**config.mk**
```make
export PLATFORM = sky130hd
export DESIGN_NAME = io_bus_arbiter
export DESIGN_NICKNAME = d
export VERILOG_FILES = /design/src/rtl/io_bus_arbiter.sv
export SDC_FILE = /design/constraint.sdc
export NUM_CORES = 1
export LEC_CHECK = 0
export BUFFER_PORTS_ARGS = -buffer_cell sky130_fd_sc_hd__clkbuf_2
export CELL_PAD_IN_SITES_DETAIL_PLACEMENT = 1
export CELL_PAD_IN_SITES_GLOBAL_PLACEMENT = 2
export CORE_AREA = 2 2 448 450
export DETAILED_ROUTE_END_ITERATION = 8
export DIE_AREA = 0 0 450 452
export GPL_TIMING_DRIVEN = 1
export MAX_ROUTING_LAYER = met4
export PLACE_DENSITY = 0.31
export SYNTH_ARGS = -nofsm -noshare
export SYNTH_HDL_FRONTEND = slang
export SYNTH_SLANG_ARGS = --single-unit
export TNS_END_PERCENT = 50
```
**constraint.sdc**
```tcl
create_clock -name clk_i -period 3.42 [get_ports clk_i]
set_clock_uncertainty 0.1 [all_clocks]
set_input_delay 0.513 -clock clk_i [delete_from_list [all_inputs] [get_ports clk_i]]
set_output_delay 0.513 -clock clk_i [all_outputs]
set_load 0.01 [all_outputs]
```
**src/rtl/io_bus_arbiter.sv**
```systemverilog
// Round-robin arbiter sharing the I/O bridge slave port among NMST Wishbone-style masters.
// A grant is held for as long as the owner keeps cyc high; a silent bridge yields a bus-timeout error.
module io_bus_arbiter #(
    parameter int NMST    = 4,
    parameter int TIMEOUT = 255,
    parameter int TBITS   = 16
) (
    input  logic                  clk_i,
    input  logic                  rst_ni,
    input  logic [NMST-1:0]       m_cyc_i,
    input  logic [NMST-1:0]       m_stb_i,
    input  logic [NMST-1:0]       m_we_i,
    input  logic [16*NMST-1:0]    m_sel_i,
    input  logic [32*NMST-1:0]    m_adr_i,
    input  logic [128*NMST-1:0]   m_dat_i,
    output logic [NMST-1:0]       m_ack_o,
    output logic [NMST-1:0]       m_err_o,
    output logic [NMST-1:0]       m_gnt_o,
    output logic [127:0]          m_dat_o,
    output logic                  s_cyc_o,
    output logic                  s_stb_o,
    output logic                  s_we_o,
    output logic [15:0]           s_sel_o,
    output logic [31:0]           s_adr_o,
    output logic [127:0]          s_dat_o,
    input  logic                  s_ack_i,
    input  logic [127:0]          s_dat_i
);

    localparam int               IW    = (NMST > 1) ? $clog2(NMST) : 1;
    localparam logic [TBITS-1:0] TLAST = TBITS'(TIMEOUT - 1);

    typedef enum logic [1:0] {
        S_IDLE,
        S_OWN,
        S_FLUSH
    } state_e;

    state_e            state_q, state_d;
    logic [NMST-1:0]   gnt_q, gnt_d;
    logic [NMST-1:0]   err_q, err_d;
    logic [IW-1:0]     gidx_q, gidx_d;
    logic [IW-1:0]     last_q, last_d;
    logic [TBITS-1:0]  tcnt_q, tcnt_d;

    logic [NMST-1:0]   req;
    logic              sel_cyc, sel_stb, sel_we;
    logic [15:0]       sel_sel;
    logic [31:0]       sel_adr;
    logic [127:0]      sel_dat;
    logic              pick_found;
    logic [IW-1:0]     pick_idx;
    logic [NMST-1:0]   pick_oh;

    assign req = m_cyc_i & m_stb_i;

    // Constant-slice mux keyed on the registered owner index.
    always_comb begin : owner_mux
        // NOTE: every combinational output gets a default before any branch so no latch is inferred.
        sel_cyc = 1'b0;
        sel_stb = 1'b0;
        sel_we  = 1'b0;
        sel_sel = '0;
        sel_adr = '0;
        sel_dat = '0;
        for (int k = 0; k < NMST; k++) begin
            if (gidx_q == IW'(k)) begin
                sel_cyc = m_cyc_i[k];
                sel_stb = m_stb_i[k];
                sel_we  = m_we_i[k];
                sel_sel = m_sel_i[16*k +: 16];
                sel_adr = m_adr_i[32*k +: 32];
                sel_dat = m_dat_i[128*k +: 128];
            end
        end
    end

    always_comb begin : rr_pick
        logic [IW-1:0] cand;
        cand       = '0;
        pick_found = 1'b0;
        pick_idx   = '0;
        for (int i = 1; i <= NMST; i++) begin
            cand = IW'((int'(last_q) + i) % NMST);
            if (!pick_found && req[cand]) begin
                pick_found = 1'b1;
                pick_idx   = cand;
            end
        end
        for (int k = 0; k < NMST; k++) begin
            pick_oh[k] = (pick_idx == IW'(k));
        end
    end

    always_comb begin : fsm_next
        state_d = state_q;
        gnt_d   = gnt_q;
        gidx_d  = gidx_q;
        last_d  = last_q;
        tcnt_d  = '0;
        err_d   = '0;
        unique case (state_q)
            S_IDLE: begin
                if (pick_found) begin
                    gidx_d  = pick_idx;
                    gnt_d   = pick_oh;
                    state_d = S_OWN;
                end
            end
            S_OWN: begin
                if (s_ack_i || !sel_stb) begin
                    tcnt_d = '0;
                end else if (tcnt_q != '1) begin
                    tcnt_d = tcnt_q + 1'b1;
                end else begin
                    tcnt_d = tcnt_q;
                end
                if (!sel_cyc) begin
                    last_d  = gidx_q;
                    gnt_d   = '0;
                    state_d = S_IDLE;
                end else if (sel_stb && !s_ack_i && tcnt_q == TLAST) begin
                    // gnt_q is one-hot on the owner, so it doubles as the error vector.
                    err_d   = gnt_q;
                    tcnt_d  = '0;
                    state_d = S_FLUSH;
                end
            end
            S_FLUSH: begin
                if (!sel_cyc) begin
                    last_d  = gidx_q;
                    gnt_d   = '0;
                    state_d = S_IDLE;
                end
            end
            default: state_d = S_IDLE;
        endcase
    end

    always_comb begin : slave_side
        s_cyc_o = 1'b0;
        s_stb_o = 1'b0;
        s_we_o  = 1'b0;
        s_sel_o = '0;
        s_adr_o = '0;
        s_dat_o = '0;
        m_ack_o = '0;
        if (state_q == S_OWN) begin
            s_cyc_o = sel_cyc;
            s_stb_o = sel_stb;
            s_we_o  = sel_we;
            s_sel_o = sel_sel;
            s_adr_o = sel_adr;
            s_dat_o = sel_dat;
            m_ack_o = gnt_q & {NMST{s_ack_i & sel_stb}};
        end
    end

    assign m_gnt_o = gnt_q;
    assign m_err_o = err_q;
    assign m_dat_o = s_dat_i;

    always_ff @(posedge clk_i or negedge rst_ni) begin
        if (!rst_ni) begin
            state_q <= S_IDLE;
            gnt_q   <= '0;
            err_q   <= '0;
            gidx_q  <= '0;
            last_q  <= IW'(NMST - 1);
            tcnt_q  <= '0;
        end else begin
            // NOTE: non-blocking updates so every register samples the pre-edge values.
            state_q <= state_d;
            gnt_q   <= gnt_d;
            err_q   <= err_d;
            gidx_q  <= gidx_d;
            last_q  <= last_d;
            tcnt_q  <= tcnt_d;
        end
    end

endmodule

```
==> metrics <==
status complete, no violations; Crit path arrival time 2.45 ns; Final #Nets 2325; Critical Path Sink Type output pin; routed wl met3 11890 µm; # IOs 1166; Pwr per Cell Area between 600 and 700 mW/mm²; Mapped Cells 722; most used cell, CP buf_12; WL met2 56530 µm; Worst-path clk slew about 0.06 ns; DRT Pass-1 Iters 4; FF-to-FF Start gidx_q[0]$_DFFE_PN0P_; CP Launch Type register; initial antenna violation count 71; Worst Path Max Fanout 31; pin count of the biggest net entering global routing between 80 and 90; num rows roughly 160; Slew Limit Headroom between 30% and 40%; CTS root buffer clkbuf_16; Critical path origin gidx_q[0]$_DFFE_PN0P_; Resized cells post-CTS 0; via count 9891; register area share after synthesis 9.319%; final critical-path required period 3.065 ns; Final Hold Fails 0; Metal-1 WL 42830 µm; Via density 2.381; Final GP Congestion 0.8904; period utilization ~90%; Sink Count 30; Synth Flop Type dfrtp_1; highest metal used met4; P_leak ~6.5 nW; Wirelength per Cell 27.19 µm; Worst Max-Slew Pin Slew ~1 ns; grt ovf 0; R2R Setup Slk 0.84 ns; gr usage total 10.82%; WS Path Type reg -> out; initial core utilization under 10%; number of synthesized register bits 30; Yosys warning total 0; Die Area 0.2034 mm²; max-slew violations 0; area grow syn2layout 89.43%; Clock Latency Late Sink 0.29 ns; final hold slack 0.2871 ns; CTS Hold Bufs 0; setup TNS 0 ns; initial DRC count roughly 450; number of global-route vias before repair ~11000; drt drc 0; Peak VDD IR 0.3410 mV; clock tree buffer depth 2; htree depth 2; Synth Area per Inst 11.19 µm²; final setup violation count 0; CP max stage cell mux4_2; Post-synth EDFFs 0; TritonCTS buffer count 5; synth unique cells 51; Core Region 0.1986 mm²; Die W 450 µm; layout cells sized above 1 between 70 and 80%; Post-Route WL between 100000 and 150000 µm; CTS tree yes; RSZ-0062 raised after global routing no; Max Cap Viol 0; Chip Height 452 µm; Critical Path RT around 2.8 ns; post-route ant nets 0; Net Count, Synth 1574; CP max stage delay 0.60 ns; Mapped Area 0.008083 mm²; IO Port Bufs 909; Setup Buffers After CTS 0; critical path cell sequence buf_12 > buf_12 > mux4_2 > and2_1 > clkbuf_2; DPL Wire Length 105600 µm; min-delay worst type in -> async; first-pass GRT wire length 136000 µm; asr flop ratio synth 100.0%; Fmax achieved 326.2 MHz
## metrics by stage
step | util (%) | setup slack, ns | instances | power [mW] | instance area [µm²]
finish | 7.708 | 0.3545 | 4154 | 10.30 | 15310
global route | 7.691 | 0.2231 | 4140 | 11.21 | 15280
CTS | 7.678 | 0.2421 | 4130 | 10.89 | 15250
detailed placement | 7.602 | 0.5835 | 4122 | 10.36 | 15100
global placement | 7.602 | 0.5891 | 4122 | 10.38 | 15100
floorplan | - | 1.071 | 722 | 5.257 | 8083
## synth_stat cells, types with 4 or more instances
cell,n,area share (%)
buf_1,8,0.37
nand2_1,6,0.28
nor2_1,10,0.46
buf_2,19,1.2
nand3_1,10,0.62
nand4_1,5,0.39
inv_1,10,0.46
and2_1,183,14
buf_4,129,12
nor3_1,5,0.31
and3_1,6,0.46
dfrtp_1,28,8.7
a21oi_1,15,0.93
o21ai_0,8,0.50
mux4_2,179,50
a211oi_1,4,0.37
nor4_1,4,0.31
clkbuf_1,34,1.6
ha_1,5,0.77
## flip-flops by register name, indices dropped and copies added (netlist names)
register / flops
state_q: 2
last_q: 2
m_err_o: 4
m_gnt_o: 4
gidx_q: 2
tcnt_q: 16
## path summary, 6_finish.rpt
path | depth (start not counted) | to
worst max-delay path | 5 | s_dat_o[80]
worst min-delay path | 1 | tcnt_q[8]$_DFF_PN0_
worst max register to register | 4 | tcnt_q[14]$_DFF_PN0_
worst min register to register | 1 | tcnt_q[10]$_DFF_PN0_
max in group asynchronous | 1 | gidx_q[0]$_DFFE_PN0P_
min in group clk_i | 1 | tcnt_q[10]$_DFF_PN0_
## critical path: cells and delay by family, from the launching register on
kind,cells,cell delay [ns]
buf+inv,3,0.70
mux,1,0.60
flops,1,0.52
simple gates,1,0.24
## kinds of logic after synthesis
group,count (synthesis),share of synthesized area [%]
AOI/OAI and AO/OA,51,4.412
xor gates and xnor gates,1,0.1084
adders and majority gates,5,0.7740
buffers and inverters,203,15.91
DFF,30,9.319
muxes,183,50.40
and+or+nand+nor,249,19.07
## cell type report
class / count / area [µm²]
Antenna cell: 24 / 60.06
Sequential cell: 30 / 760.7
Fill cell: 23760 / 183300
Multi-Input combinational cell: 489 / 6056
Timing Repair Buffer: 937 / 4922
Inverter: 10 / 37.54
Tap cell: 2656 / 3323
Clock buffer: 6 / 138.9
Clock inverter: 2 / 12.51
## metal layers
layer  global-route usage (%)  vias up
met3                    4.832      113
met5                        -        -
met4                    1.531        0
met1                    11.85     4979
li1                         -     4199
met2                    18.36      600
## placed cells by master (no fill, tap or decap), drive strengths merged, types with 8 or more instances in the layout
| cell type | count |
|---|---|
| a21oi | 15 |
| and2 | 183 |
| buf | 28 |
| clkbuf | 915 |
| dfrtp | 28 |
| diode | 24 |
| inv | 10 |
| mux4 | 179 |
| nand3 | 10 |
| nor2 | 10 |
| o21ai | 8 |
## where the power goes
part,total [mW],leakage (nW),internal (mW),switching (mW)
Clock,0.470,0.0730,0.288,0.182
Combinational,9.31,6.01,3.90,5.41
Sequential,0.517,0.401,0.427,0.0906
No activity file was read; power rests on OpenSTA's default activity.
